### config.mk
export PLATFORM = sky130hd
export DESIGN_NAME = uart_transmitter
export DESIGN_NICKNAME = d
export VERILOG_FILES = /design/src/rtl/uart_transmitter.sv
export SDC_FILE = /design/constraint.sdc
export NUM_CORES = 1
export LEC_CHECK = 0
export ABC_AREA = 1
export CAP_MARGIN = 20
export CORE_AREA = 4 4 83 85
export DETAILED_ROUTE_END_ITERATION = 8
export DIE_AREA = 0 0 87 89
export PLACE_DENSITY = 0.75
export REMOVE_ABC_BUFFERS = 1
export SLEW_MARGIN = 20
export SYNTH_ARGS = -nofsm -noshare
export SYNTH_HDL_FRONTEND = slang
export SYNTH_SLANG_ARGS = --single-unit
### constraint.sdc
create_clock -name clk -period 3.3 [get_ports clk]
set_clock_uncertainty 0.15 [all_clocks]
set_input_delay 0.66 -clock clk [delete_from_list [all_inputs] [get_ports clk]]
set_output_delay 0.66 -clock clk [all_outputs]
set_load 0.05 [all_outputs]
### src/rtl/uart_transmitter.sv
// uart_transmitter: 8N1 serial transmitter for the Bluetooth link (drives BT_RX).
// Bytes enter through a valid/ready handshake into a small FIFO and are sent
// LSB-first with one start bit and STOP_BITS stop bits.
// Ports:
//   clk        rising-edge clock
//   rst        asynchronous, active-low reset
//   tx_data    byte to send, taken when tx_valid && tx_ready
//   tx_valid   producer has a byte
//   tx_ready   FIFO not full (registered)
//   tx         serial line, idle high (registered)
//   busy       frame in progress or bytes queued
//   tx_done    one-cycle pulse during the final stop-bit cycle on tx
//   fifo_count bytes queued, excluding the byte in flight
module uart_transmitter #(
    parameter int CLKS_PER_BIT = 10417,
    parameter int FIFO_DEPTH   = 4,
    parameter int STOP_BITS    = 1
) (
    input  logic                          clk,
    input  logic                          rst,
    input  logic [7:0]                    tx_data,
    input  logic                          tx_valid,
    output logic                          tx_ready,
    output logic                          tx,
    output logic                          busy,
    output logic                          tx_done,
    output logic [$clog2(FIFO_DEPTH):0]   fifo_count
);

    localparam int AW = $clog2(FIFO_DEPTH);
    localparam int PW = AW + 1;
    localparam int CW = $clog2(CLKS_PER_BIT + 1);
    localparam logic [CW-1:0] LAST = CW'(CLKS_PER_BIT - 1);
    localparam logic STOP_LAST = (STOP_BITS == 2);

    typedef enum logic [1:0] {
        IDLE,
        START,
        DATA,
        STOP
    } state_t;

    state_t          state;
    logic [CW-1:0]   cnt;
    logic [2:0]      bit_idx;
    logic            stop_cnt;
    logic [7:0]      sh;

    logic [7:0]      mem [FIFO_DEPTH];
    logic [PW-1:0]   wptr;
    logic [PW-1:0]   rptr;
    logic [PW-1:0]   wptr_n;
    logic [PW-1:0]   rptr_n;

    logic            empty;
    logic            push;
    logic            pop;
    logic            bit_end;
    logic            frame_end;
    logic            full_n;

    assign empty      = (wptr == rptr);
    assign push       = tx_valid && tx_ready;
    assign bit_end    = (cnt == LAST);
    assign frame_end  = (state == STOP) && bit_end && (stop_cnt == STOP_LAST);
    // Pop from IDLE, or at the last stop cycle for back-to-back frames
    assign pop        = !empty && ((state == IDLE) || frame_end);
    assign wptr_n     = wptr + PW'(push);
    assign rptr_n     = rptr + PW'(pop);
    assign full_n     = (wptr_n[AW] != rptr_n[AW]) &&
                        (wptr_n[AW-1:0] == rptr_n[AW-1:0]);
    assign fifo_count = wptr - rptr;
    assign busy       = (state != IDLE) || !empty;

    always_ff @(posedge clk) begin
        if (push) begin
            mem[wptr[AW-1:0]] <= tx_data;
        end
    end

    // tx_ready looks ahead at next-cycle pointers so it stays registered
    always_ff @(posedge clk or negedge rst) begin
        if (!rst) begin
            wptr     <= '0;
            rptr     <= '0;
            tx_ready <= 1'b1;
        end else begin
            wptr     <= wptr_n;
            rptr     <= rptr_n;
            tx_ready <= !full_n;
        end
    end

    // tx and tx_done are registered from the current state, so the line
    // lags the FSM by one cycle and tx_done lines up with the last stop bit
    always_ff @(posedge clk or negedge rst) begin
        if (!rst) begin
            state    <= IDLE;
            cnt      <= '0;
            bit_idx  <= '0;
            stop_cnt <= 1'b0;
            sh       <= '0;
            tx       <= 1'b1;
            tx_done  <= 1'b0;
        end else begin
            tx_done <= 1'b0;
            unique case (state)
                IDLE: begin
                    tx <= 1'b1;
                    if (pop) begin
                        sh       <= mem[rptr[AW-1:0]];
                        cnt      <= '0;
                        bit_idx  <= '0;
                        stop_cnt <= 1'b0;
                        state    <= START;
                    end
                end
                START: begin
                    tx <= 1'b0;
                    if (bit_end) begin
                        cnt     <= '0;
                        bit_idx <= '0;
                        state   <= DATA;
                    end else begin
                        cnt <= cnt + 1'b1;
                    end
                end
                DATA: begin
                    tx <= sh[0];
                    if (bit_end) begin
                        cnt     <= '0;
                        sh      <= sh >> 1;
                        bit_idx <= bit_idx + 3'd1;
                        if (bit_idx == 3'd7) begin
                            stop_cnt <= 1'b0;
                            state    <= STOP;
                        end
                    end else begin
                        cnt <= cnt + 1'b1;
                    end
                end
                STOP: begin
                    tx <= 1'b1;
                    if (bit_end) begin
                        cnt <= '0;
                        if (stop_cnt == STOP_LAST) begin
                            tx_done <= 1'b1;
                            if (pop) begin
                                sh       <= mem[rptr[AW-1:0]];
                                bit_idx  <= '0;
                                stop_cnt <= 1'b0;
                                state    <= START;
                            end else begin
                                state <= IDLE;
                            end
                        end else begin
                            stop_cnt <= 1'b1;
                        end
                    end else begin
                        cnt <= cnt + 1'b1;
                    end
                end
                default: state <= IDLE;
            endcase
        end
    end

endmodule

# Word-level counts from Yosys, hierarchy flattened

Memory sizes are Yosys's and may differ from the RTL's.
Cells that the tools add are included.

Flip-flop bits (word level): 37
Bits in writable memories: 32
Output and inout port bits: 7
Word-level logic and storage cells: 83
Memories kept: 1

Add/subtract/negate cells: 5
Eq/ne operators: 14
Multiplexer cells: 34
Bitwise logic cells: 1
Reduce and logical (&&, ||, !) cells: 18

Memories:

| memory | words | bits a word | rd ports | clocked after Yosys merged registers in | wr ports | line | RTL |
|---|---|---|---|---|---|---|---|
| mem    | 4     | 8           | 1        | 0                                       | 1        | 49   | `logic [7:0] mem [FIFO_DEPTH];` |

Operator list:

| cell                                                            | number |
|---|---|
| 8-bit two-way mux                                               | 4 |
| 14-bit two-way mux                                              | 2 |
| 14-bit case mux with 2 select lines                             | 1 |
| 8-bit case mux with 3 select lines                              | 1 |
| 3-bit two-way mux                                               | 5 |
| 14-bit by 1-bit adder with 14-bit output, second input constant | 1 |
| 14-bit == test, second input constant                           | 1 |
| 2-bit two-way mux                                               | 6 |
| 2-bit inequality test, second input constant                    | 6 |
| 3-bit case mux with 4 select lines                              | 1 |
| 1-bit two-way mux                                               | 11 |
| 2-bit case mux with 4 select lines                              | 1 |
| 4-bit AND reduction                                             | 2 |
| 3-bit by 1-bit adder with 3-bit output                          | 2 |
| 1-bit case mux with 3 select lines                              | 2 |
| 6-bit AND reduction                                             | 1 |
| 1-bit logical AND                                               | 5 |
| 5-bit AND reduction                                             | 1 |
| 2-bit == test, second input constant                            | 2 |
| 3-bit by 1-bit adder with 3-bit output, second input constant   | 1 |
| 3-bit == test                                                   | 1 |
| 3-bit == test, second input constant                            | 1 |
| 3-bit nonzero test                                              | 1 |
| 3-bit OR reduction                                              | 1 |
| other kinds (10)                                                | 12 |

# Logic depth before layout (Yosys ltp)

Depth in word-level cells: 9
Depth in mapped cells: 13
Mapped depth without buffers: 13

# Worst setup path before layout

No wires, ideal clock.

Kind: register to output
Start point: register wptr[0]
End point: output fifo_count[2]
Arrival: 1854 ps
Required time: 2490 ps
Path slack: 636 ps
Stages on the path, launching flop included: 5
Path buffers: 0
Path through: dfrtp_1 inv_1 ha_1 fa_1 xnor2_1

Cells in the longest elaborated chain, start to end: 1

Ends and longest elaborated chain:

| item                   | line | RTL |
|---|---|---|
| from (decl)            | 50   | `logic [PW-1:0] wptr;` |
| from (signal assigned) | 88   | `wptr <= wptr_n;` |
| 3-bit subtractor       | 72   | `assign fifo_count = wptr - rptr;` |
| to (decl)              | 27   | `output logic [$clog2(FIFO_DEPTH):0] fifo_count` |

Every way passes these cells.

# Worst setup path in the final report

Start point: register rptr[0]
End point: output fifo_count[0]

Cells in the longest elaborated chain, start to end: 1

Ends and longest elaborated chain:

| item                   | line | RTL |
|---|---|---|
| from (decl)            | 51   | `logic [PW-1:0] rptr;` |
| from (signal assigned) | 89   | `rptr <= rptr_n;` |
| 3-bit subtractor       | 72   |  |

Every way passes these cells.

==> results.md <==
- PnR worst setup slack: 276 ps
- Worst-margin pin slew: 815 ps
- PostCTS Resize Cnt: 0
- Pin count of the biggest net entering global routing: 37
- Share of cells above drive strength 1: 11.1%
- Reg clk slew, reported paths: 70 ps
- TritonCTS clock tree: built
- Post-synthesis cell area: 3270 sq um
- Syn-to-layout area delta: 14.3%
- Port buffer count: 17
- Util after Layout: 60.2%
- Clock sink count: 68
- RSZ-0062 raised after global routing: false
- Worst Path Arrival: 2210 ps
- Core area: 6200 sq um
- # diodes: 0
- CP max FO: 19
- CP startpoint kind: flop
- Max Root-Sink Buffers: 2
- Yosys top cell area share: 29.4%
- Overall Global Routing Usage: 18.2%
- Final hold vios: 0
- Row count: 29
- Pwr Density: 981 nW/um^2
- Drt drc: 0
- Required time of the critical path: 2490 ps
- H-tree lvl count: 3
- Via/cell ratio: 5.19
- Post-synthesis sequential area ratio: 57.1%
- Setup violations, final: 0
- Syn Area/Cell: 9.93 sq um
- Antenna violations before repair: 0
- Vias in the first global route: 2,276
- Outcome: complete, no violations
- Initial Util: 52.6%
- Via count: 2,262
- CTS root buf: clkbuf_8
- Final GP Congestion: 0.822
- Fmax: 331 MHz
- CTS Hold Bufs: 0
- Post-DP HPWL: 4320 um
- Fillers: 508
- Yosys top cell by area: edfxtp_1
- Synth area leaders: edfxtp_1, dfrtp_1, nand2_1
- Die H: 89 um
- Fin. max-slew vios: 0
- Pleak: 1.64 nW
- Final Cycle Share: 91.6%
- Synth Register Bits: 68
- TNS Setup: 0 ps
- Post-Route WL: 6030 um
- Post-DRT Antenna Nets: 0
- First DRT Iteration DRCs: 107
- Netlist cell types: 33
- Nets: 381
- Drt wl/cell: 13.8 um
- Crit. End Element: output port
- Post CTS Setup Buffer Count: 0
- Hold WC Path Type: in2async
- Slew margin rel.: 45.6%
- Die area: 7740 sq um
- Die W: 87 um
- Worst Setup Path Type: reg2out
- Worst VDD drop: 0.000496 V
- Post-Syn Instances: 329
- Worst-skew pair later-pin latency: 350 ps
- Min Tclk post-route: 3020 ps
- IO Count: 18
- Pre-Repair DR Iteration Count: 4
- Maximum Capacitance Violations: 0
- Cts bufs inserted: 9
- Total gr overflow: 0
- First-pass GRT wire length: 10,600 um
- Pre-CTS setup slack: 601 ps
- Warnings, synthesis: 0
[Yosys cell counts, drive strengths merged]
master and n:
nand2 99, dfrtp 34, edfxtp 32, inv 32, nand3 26, a21oi 23, ha 14, o21ai 14
nor2 13, o31ai 7, buf 6, nor3 5, xnor2 5, xor2 5, dfstp 2, nand4 2
o211ai 2, o32ai 2, a221oi 1, clkinv 1, fa 1, nor4 1, o21bai 1, o22ai 1
[flip-flops by register name, indices dropped and copies added, names as in the netlist]
signal,cells
bit_idx,3
cnt,14
mem,32
rptr,3
sh,8
state,2
tx,1
tx_done,1
tx_ready,1
wptr,3
[critical path, stage by stage (launching register included)]
cell             delay (ps)
dfrtp_1                 670
ha_1                    350
inv_1                    60
clkdlybuf4s50_1         790
[per-stage QoR]
| stage | cells | power [W] | hold slack, ps | instance area, sq um |
|---|---|---|---|---|
| 2_1_floorplan | 323 | 0.00252 | 214 | 3230 |
| 3_3_place_gp | 421 | 0.00292 | 308 | 3520 |
| 3_5_place_dp | 421 | 0.00295 | 314 | 3520 |
| 4_1_cts | 436 | 0.00370 | 262 | 3730 |
| 5_1_grt | 436 | 0.00398 | 299 | 3730 |
| 6_report | 436 | 0.00366 | 248 | 3730 |
[metal layers]
layer	routed length (um)	up-vias	GRT usage (%)
met1	2780	1056	22.1
met3	244	18	5.71
met2	2850	36	29.3
li1	-	1152	-
met4	160	0	9.63
met5	0	-	0
[final cells by class]
| cell class | instances | area [sq um] | share of cell area (%) |
|---|---|---|---|
| flip-flops and latches | 68 | 1860 | 49.9 |
| multi-input cells | 222 | 1250 | 33.4 |
| repair buffers | 21 | 188 | 5.03 |
| clock buffers | 9 | 124 | 3.32 |
| inverters | 33 | 124 | 3.32 |
| well taps | 77 | 96.3 | 2.58 |
| clock inverters | 6 | 90.1 | 2.41 |
[layout by cell type (no fill, tap or decap), drive strengths merged, types with 4 or more instances in the layout]
cell / count
nand2: 99
dfrtp: 34
inv: 32
edfxtp: 32
nand3: 26
a21oi: 23
ha: 14
o21ai: 14
clkdlybuf4s50: 13
nor2: 13
clkbuf: 9
buf: 8
o31ai: 7
xor2: 5
xnor2: 5
nor3: 5
clkinv: 4
[logic make-up (layout without fill, tap and decap cells)]
family	Yosys count	in the layout	share of synthesized area [%]
flip-flops	68	68	57.1
buffers and inverters	39	69	4.75
AND/OR/NAND/NOR	146	146	20.2
AO/OA/AOI/OAI	51	51	9.31
XOR/XNOR	10	10	2.68
adder cells (fa/ha/maj)	15	15	5.98
[power by group]
part,switching (W),total (W),leakage [nW],internal (W)
Clock,0.000318,0.000740,0.105,0.000422
Sequential,0.000173,0.00129,0.756,0.00112
Combinational,0.00106,0.00163,0.778,0.000565
[path summary, 6_finish.rpt]
path	startpoint	end	slack, ps	cells after the start
hold reg to reg	sh[7]	sh[7]	330	2
max in group asynchronous	rst	wptr[2]	2230	1
hold / removal	rst	cnt[8]	250	1
setup / recovery	rptr[0]	fifo_count[0]	280	3
min in group clk	sh[7]	sh[7]	330	2
setup reg to reg	rptr[1]	tx_ready	590	12
Power figures use the tool's default switching activity.
